[config.mk]
export PLATFORM = sky130hd
export DESIGN_NAME = multicycle_main_control
export DESIGN_NICKNAME = d
export VERILOG_FILES = /design/src/rtl/multicycle_main_control_pkg.sv /design/src/rtl/multicycle_main_control.sv
export SDC_FILE = /design/constraint.sdc
export NUM_CORES = 1
export LEC_CHECK = 0
export ABC_AREA = 1
export ABC_CLOCK_PERIOD_IN_PS = 1200
export CAP_MARGIN = 15
export CORE_UTILIZATION = 35
export CTS_CLUSTER_SIZE = 24
export DETAILED_ROUTE_END_ITERATION = 6
export PLACE_DENSITY = 0.75
export REMOVE_ABC_BUFFERS = 1
export SYNTH_ARGS = -nofsm -noshare
export SYNTH_HDL_FRONTEND = slang
export SYNTH_SLANG_ARGS = --single-unit
[constraint.sdc]
create_clock -name clk -period 1.2 [get_ports clk]
set_input_delay 0.18 -clock clk [delete_from_list [all_inputs] [get_ports clk]]
set_output_delay 0.18 -clock clk [all_outputs]
set_load 0.005 [all_outputs]
[src/rtl/multicycle_main_control_pkg.sv]
// Shared encodings for the multicycle MIPS main control: opcodes, FSM state
// codes and the datapath select encodings seen by the ALU decoder and muxes.
package multicycle_main_control_pkg;

  localparam logic [5:0] OP_RTYPE = 6'b000000;
  localparam logic [5:0] OP_J     = 6'b000010;
  localparam logic [5:0] OP_BEQ   = 6'b000100;
  localparam logic [5:0] OP_ADDI  = 6'b001000;
  localparam logic [5:0] OP_LW    = 6'b100011;
  localparam logic [5:0] OP_SW    = 6'b101011;

  typedef enum logic [3:0] {
    S_FETCH  = 4'd0,
    S_DECODE = 4'd1,
    S_MEMADR = 4'd2,
    S_MEMRD  = 4'd3,
    S_MEMWB  = 4'd4,
    S_MEMWR  = 4'd5,
    S_EXEC   = 4'd6,
    S_ALUWB  = 4'd7,
    S_BRANCH = 4'd8,
    S_ADDIEX = 4'd9,
    S_ADDIWB = 4'd10,
    S_JUMP   = 4'd11
  } state_t;

  typedef enum logic [1:0] {
    ALU_ADD   = 2'b00,
    ALU_SUB   = 2'b01,
    ALU_FUNCT = 2'b10
  } alu_op_t;

  typedef enum logic [1:0] {
    SRC_B_REG     = 2'b00,
    SRC_B_FOUR    = 2'b01,
    SRC_B_IMM     = 2'b10,
    SRC_B_IMM_SH2 = 2'b11
  } src_b_t;

  typedef enum logic [1:0] {
    PC_ALU    = 2'b00,
    PC_ALUOUT = 2'b01,
    PC_JUMP   = 2'b10
  } pc_src_t;

  function automatic logic opcode_supported(input logic [5:0] op);
    return (op == OP_LW) || (op == OP_SW) || (op == OP_RTYPE) ||
           (op == OP_BEQ) || (op == OP_ADDI) || (op == OP_J);
  endfunction

endpackage

[src/rtl/multicycle_main_control.sv]
// Moore main-control FSM for a multicycle MIPS datapath; all strobes decode
// directly from the state register, only pc_en and illegal_op see live inputs.
module multicycle_main_control
  import multicycle_main_control_pkg::*;
(
  input  logic       clk,
  input  logic       rst_n,
  input  logic [5:0] opcode,
  input  logic       zero,
  output logic [1:0] alu_op,
  output logic       alu_src_a,
  output logic [1:0] alu_src_b,
  output logic [1:0] pc_src,
  output logic       i_or_d,
  output logic       ir_write,
  output logic       mem_write,
  output logic       reg_write,
  output logic       reg_dst,
  output logic       mem_to_reg,
  output logic       pc_write,
  output logic       branch,
  output logic       pc_en,
  output logic       illegal_op,
  output logic [3:0] state
);

  state_t state_q;
  logic   is_store_q;

  // NOTE: state is updated with non-blocking assignments so every reader in
  // this cycle sees the pre-edge value regardless of block evaluation order.
  always_ff @(posedge clk) begin
    if (!rst_n) begin
      state_q    <= S_FETCH;
      is_store_q <= 1'b0;
    end else begin
      case (state_q)
        S_FETCH:  state_q <= S_DECODE;
        S_DECODE: begin
          // lw and sw differ only in bit 3; MEMADR steers on this copy
          // because the instruction register may already be changing.
          is_store_q <= opcode[3];
          case (opcode)
            OP_LW, OP_SW: state_q <= S_MEMADR;
            OP_RTYPE:     state_q <= S_EXEC;
            OP_BEQ:       state_q <= S_BRANCH;
            OP_ADDI:      state_q <= S_ADDIEX;
            OP_J:         state_q <= S_JUMP;
            default:      state_q <= S_FETCH;
          endcase
        end
        S_MEMADR: state_q <= is_store_q ? S_MEMWR : S_MEMRD;
        S_MEMRD:  state_q <= S_MEMWB;
        S_EXEC:   state_q <= S_ALUWB;
        S_ADDIEX: state_q <= S_ADDIWB;
        default:  state_q <= S_FETCH;
      endcase
    end
  end

  // NOTE: every output gets a default before the case so no path through the
  // block leaves a signal unassigned, which would otherwise infer a latch.
  always_comb begin
    alu_op     = ALU_ADD;
    alu_src_a  = 1'b0;
    alu_src_b  = SRC_B_REG;
    pc_src     = PC_ALU;
    i_or_d     = 1'b0;
    ir_write   = 1'b0;
    mem_write  = 1'b0;
    reg_write  = 1'b0;
    reg_dst    = 1'b0;
    mem_to_reg = 1'b0;
    pc_write   = 1'b0;
    branch     = 1'b0;
    case (state_q)
      S_FETCH: begin
        ir_write  = 1'b1;
        pc_write  = 1'b1;
        alu_src_b = SRC_B_FOUR;
      end
      S_DECODE: alu_src_b = SRC_B_IMM_SH2;
      S_MEMADR: begin
        alu_src_a = 1'b1;
        alu_src_b = SRC_B_IMM;
      end
      S_MEMRD: i_or_d = 1'b1;
      S_MEMWB: begin
        mem_to_reg = 1'b1;
        reg_write  = 1'b1;
      end
      S_MEMWR: begin
        i_or_d    = 1'b1;
        mem_write = 1'b1;
      end
      S_EXEC: begin
        alu_src_a = 1'b1;
        alu_op    = ALU_FUNCT;
      end
      S_ALUWB: begin
        reg_dst   = 1'b1;
        reg_write = 1'b1;
      end
      S_BRANCH: begin
        alu_src_a = 1'b1;
        alu_op    = ALU_SUB;
        pc_src    = PC_ALUOUT;
        branch    = 1'b1;
      end
      S_ADDIEX: begin
        alu_src_a = 1'b1;
        alu_src_b = SRC_B_IMM;
      end
      S_ADDIWB: reg_write = 1'b1;
      S_JUMP: begin
        pc_src   = PC_JUMP;
        pc_write = 1'b1;
      end
      default: ;
    endcase
  end

  // Combinational so a taken branch loads the PC at the end of BRANCH.
  assign pc_en      = pc_write | (branch & zero);
  assign illegal_op = (state_q == S_DECODE) && !opcode_supported(opcode);
  assign state      = state_q;

endmodule

* Word-level counts from Yosys, hierarchy flattened
Cells that the tools add are included.
** Cells by class
- Equality and inequality tests :: 16
- Multiplexer cells :: 15
- Bitwise gates (word level) :: 2
- Reductions and logical operators :: 15
** Operators with widths (count)
- 4-bit case mux with 6 select lines :: 1
- 4-bit case mux with 5 select lines :: 1
- 4-bit by 3-bit equality test with 1-bit output (second input constant) :: 4
- 4-bit equality test (second input constant) :: 4
- 6-bit equality test (second input constant) :: 2
- 1-bit 2-to-1 mux :: 9
- 4-bit by 2-bit equality test with 1-bit output (second input constant) :: 2
- 2-bit case mux with 2 select lines :: 2
- 2-bit OR reduction :: 4
- 6-bit by 2-bit equality test with 1-bit output (second input constant) :: 1
- 6-bit by 3-bit equality test with 1-bit output (second input constant) :: 1
- 6-bit by 4-bit equality test with 1-bit output (second input constant) :: 1
- 6-bit logical NOT :: 1
- 2-bit case mux with 3 select lines :: 1
- 1-bit logical OR :: 5
- 4-bit by 1-bit equality test with 1-bit output (second input constant) :: 1
- 4-bit logical NOT :: 1
- 4-bit OR reduction :: 1
- 3-bit 2-to-1 mux :: 1
- 3-bit OR reduction :: 1
- 1-bit AND :: 1
- 1-bit logical AND :: 1
- 1-bit logical NOT :: 1
- 1-bit OR :: 1
** Word-level totals
- Register bits :: 5
- Bits of input ports :: 9
- Output and inout bits :: 21
- Logic and storage cells :: 50

* Logic depth before layout (Yosys ltp)
- Word-level depth :: 8
- Mapped depth :: 6
- Mapped depth without buffers :: 6

* Worst setup path before layout
OpenSTA, ideal clock, no wires.
- Kind :: register to output
- Start point :: register state_q[0] (netlist: state[0])
- End point :: output illegal_op
- Data arrival time :: 0.998 ns
- Data required time :: 1.020 ns
- Path slack :: 0.022 ns
- Stages on the path, launching flop included :: 7
- Path buffers :: 0
- Cell sequence :: dfxtp_1 -> inv_2 -> nor2_4 -> nand2_4 -> inv_2 -> nand3_1 -> nor2_1
** Between the ends
- Word-level cells in the longest chain between the ends :: 2
** RTL lines
- from (decl) :: RTL line multicycle_main_control.sv:27 : state_t state_q;
- from (signal assigned) :: RTL line multicycle_main_control.sv:52 : S_MEMADR: state_q <= is_store_q ? S_MEMWR : S_MEMRD;
- 4-bit by 1-bit equality test with 1-bit output :: RTL line multicycle_main_control.sv:125 : assign illegal_op = (state_q == S_DECODE) && !opcode_supported(opcode);
- 1-bit logical AND :: RTL line multicycle_main_control.sv:125
- to (decl) :: RTL line multicycle_main_control.sv:23 : output logic illegal_op,
No other way between the ends.

* Worst setup path after layout
- Start point :: register state_q[3] (netlist: state[3])
- End point :: output alu_src_a
** Between the ends
- Word-level cells in the longest chain between the ends :: 3
- Elaborated cells between the ends (all ways) :: 6
- Classes of those cells :: eq/ne: 4; mux: 1; reduce/logical: 1
** RTL lines
- 4-bit equality test, or another cell as far along :: RTL line multicycle_main_control.sv:76 : case (state_q)
- 4-bit OR reduction (no line) *
- 1-bit 2-to-1 mux * :: RTL line multicycle_main_control.sv:76
- to (decl) :: RTL line multicycle_main_control.sv:11 : output logic alu_src_a,
Every way passes the cells marked *; elsewhere a longest branch is shown, timed or not.

==> out/metrics.cfg <==
[power_and_ir_drop]
totalPowerFinal_mw=0.709
pwr_cell_area_nw_per_um2=551
power.static_leakage_nw=0.714
ir_worst_vdd_uv=538

[drt]
detail_route.iter0.violations=48
drt_first_pass_iters=4
routed_wl_um=3550
post_dr_vias_cell=5.87
ant_nets=0
route.detailed.drc=0
wl_per_cell_um=20.9
via_count=998

[cts]
cts_hold_buffers=0
insertion_delay_ps=280
tritoncts.num_buffers=3
cts-htree-levels=1
cts.sink_count=5
cts.clk_slew.worst_paths_ps=60
clk_root_buffer_cell=sky130_fd_sc_hd__clkbuf_4
tritoncts=yes
cts.path.max_buffers=2

[run_status]
status=finished, violations left
violated_checks=setup timing

[yosys]
syn-instance-count=89
netlist_area_sq_um=514
post_synthesis_register_bit_count=5
syn_avg_cell_area_sq_um=5.78
netlist_top_cells_area=sky130_fd_sc_hd__dfxtp_1 (19%), sky130_fd_sc_hd__nor2_1 (14%), sky130_fd_sc_hd__inv_1 (11%), sky130_fd_sc_hd__nand3_1 (9.7%), sky130_fd_sc_hd__nor2_4 (8.8%)
yosys.cell_types.count=17
synth_compound_gate_area_share_pct=9.98
yosysWarningCount=0
async_flop_share_pct=0
most_common_cell_in_the_netlist=sky130_fd_sc_hd__nor2_1
synth_edf_count=0
synth_xor_area_share_pct=0
synth_flop_cell=sky130_fd_sc_hd__dfxtp_1
synth-adder-area-share_pct=0
synth.largest_area_cell=sky130_fd_sc_hd__dfxtp_1
largest_family_of_logic_cells_by_synthesized_area=simple AND/OR/NAND/NOR gates
synthSimpleGateAreaFrac_pct=53.0
synth.yosys.seq_area_share_pct=19.5
most_numerous_cell_types_in_the_synthesized_netlist=sky130_fd_sc_hd__nor2_1 (19), sky130_fd_sc_hd__inv_1 (15), sky130_fd_sc_hd__nand2_1 (11)
post_synth_mux_area_share_pct=0
synth_top_cell_area_share_pct=19.5

[cells_and_area]
finish.utilization_pct=96.3
finish.cell_count_without_fillers=170
fill_cells=30
area_growth_syn_to_layout_pct=150
number_of_inserted_diodes=0
post_route_cells_drive_above_1_share_pct=75.5
layout.nets=165

[global_routing]
globalRoute.totalOverflow=0
number_of_antenna_violations_at_the_first_check_in_global_routing=0
grt_start_max_net_pins=7
grt_pass1_vias=880
gr-usage-all-layers_pct=37.0
grt_pass1_wl_um=3920

[timing]
finalCritPeriodShare_pct=130
finalWorstSetupSlack_ps=-363
fin_worst_skew_ps=9.55
final_max_slew_viol_count=0
finalWorstPathRequiredPeriod_ps=1560
timing_hold_violations_final=0
worst_pin_slew_ps=266
rsz0062_at_grt=yes
clock.fmax_mhz=640
finalSetupViolCount=22
timing.max_slew.rel_slack_pct=82.3

[setup_path]
worst-endpoint-arrival_ps=1380
critPathKind=reg2out
critPathCaptureType=output port
critPathMaxFanout=4
worst-endpoint-required_ps=1020
timing.critical_path.from_type=flop

[floorplanning]
initial_core_util_pct=38.6
floorplan.die_area_sq_um=1630
die_width_um=40.3
rows=13
core_area_sq_um=1330
y_dimension_of_the_die_um=40.3
io-pin-count=30

[placed_design]
dpl_worst_slack_ps=-579
place.gp.congestion=0.889
dpl.cell_count=152
dp_hpwl_um=1360
portBuffers=29

[run]
max-cap-violations=0

[worst_hold_path]
hold_class=in2reg

worst max-delay path, stage by stage, from the launching register on:
cell and delay (ps):
sky130_fd_sc_hd__dfxtp_4 390, sky130_fd_sc_hd__inv_2 60, sky130_fd_sc_hd__nor2_4 170, sky130_fd_sc_hd__buf_6 140, sky130_fd_sc_hd__nand2_4 60, sky130_fd_sc_hd__nand4_1 130, sky130_fd_sc_hd__buf_2 140
timing repair:
action / in CTS / in global routing
pin swaps: 24 / 15
endpoints found under the setup margin: 25 / 24
setup buffers: 14 / 5
gates resized for setup: 127 / 37
metal layers:
| metal | vias to the layer above | share of wire, % | global-route usage, % |
|---|---|---|---|
| li1 | 412 | - | - |
| met4 | 0 | 9.1 | 20.0 |
| met5 | - | 0 | 0 |
| met2 | 102 | 47 | 69.8 |
| met1 | 443 | 34 | 32.5 |
| met3 | 41 | 10 | 15.0 |
final cells by class:
cell class              instances  area, sq um  share of cell area, %
repair buffers                 64          553                   43.0
flip-flops and latches          5          115                   8.96
clock buffers                   4         26.3                   2.04
well taps                      15         18.8                   1.46
multi-input cells              62          484                   37.7
inverters                      20         87.6                   6.82
worst paths after layout:
kind	start	end	slack [ps]	cells after the start
setup / recovery	state[3]$_SDFF_PN0_	alu_src_a	-360	6
hold / removal	opcode[3]	is_store_q$_SDFFE_PN0P_	520	3
setup reg to reg	state[3]$_SDFF_PN0_	state[1]$_SDFF_PN0_	-120	8
hold reg to reg	is_store_q$_SDFFE_PN0P_	is_store_q$_SDFFE_PN0P_	610	2
logic make-up (layout without fill, tap and decap cells):
group                  count (synthesis)  count (layout)
AO/OA/AOI/OAI                          9               9
flip-flops                             5               5
AND/OR/NAND/NOR                       53              53
buffers and inverters                 22              88
cells in the final DEF, fill, tap and decap left out:
| master | instances |
|---|---|
| sky130_fd_sc_hd__buf_6 | 19 |
| sky130_fd_sc_hd__buf_4 | 19 |
| sky130_fd_sc_hd__buf_2 | 13 |
| sky130_fd_sc_hd__nor2_4 | 11 |
| sky130_fd_sc_hd__inv_2 | 9 |
| sky130_fd_sc_hd__nand3_2 | 7 |
| sky130_fd_sc_hd__nor2_1 | 7 |
| sky130_fd_sc_hd__nand2_2 | 6 |
| sky130_fd_sc_hd__nor2_2 | 6 |
| sky130_fd_sc_hd__inv_1 | 6 |
| sky130_fd_sc_hd__inv_4 | 5 |
| sky130_fd_sc_hd__nand2_4 | 5 |
| sky130_fd_sc_hd__nand2_1 | 4 |
| sky130_fd_sc_hd__a21oi_2 | 4 |
| sky130_fd_sc_hd__dlymetal6s2s_1 | 4 |
| sky130_fd_sc_hd__dlygate4sd2_1 | 4 |
| sky130_fd_sc_hd__dfxtp_4 | 4 |
| sky130_fd_sc_hd__nand3_1 | 3 |
| sky130_fd_sc_hd__nand4_1 | 3 |
| sky130_fd_sc_hd__o21ai_2 | 3 |
| sky130_fd_sc_hd__clkbuf_4 | 3 |
| sky130_fd_sc_hd__clkdlybuf4s50_1 | 2 |
| sky130_fd_sc_hd__a21o_1 | 1 |
| sky130_fd_sc_hd__a21oi_1 | 1 |
| sky130_fd_sc_hd__nor3_2 | 1 |
| sky130_fd_sc_hd__clkbuf_1 | 1 |
| sky130_fd_sc_hd__dfxtp_1 | 1 |
| sky130_fd_sc_hd__clkdlybuf4s15_2 | 1 |
| sky130_fd_sc_hd__clkdlybuf4s15_1 | 1 |
| sky130_fd_sc_hd__clkbuf_2 | 1 |
state kept, by name, summed over array words and instances (netlist names):
signal / count
is_store_q: 1
state: 4
power breakdown:
group	internal, mW	switching (mW)	leakage [nW]
clock	0.129	0.114	0.0150
sequential	0.168	0.0120	0.0438
combinational	0.141	0.145	0.655
stage by stage:
stage	TNS (ps)	instance area [sq um]	hold WS (ps)
3_3_place_gp	-6520	966	467
3_5_place_dp	-7270	966	473
2_1_floorplan	0	499	318
5_1_grt	-5160	1280	519
4_1_cts	-2350	1160	434
6_report	-4550	1280	525
No activity file was read; power rests on OpenSTA's default activity.
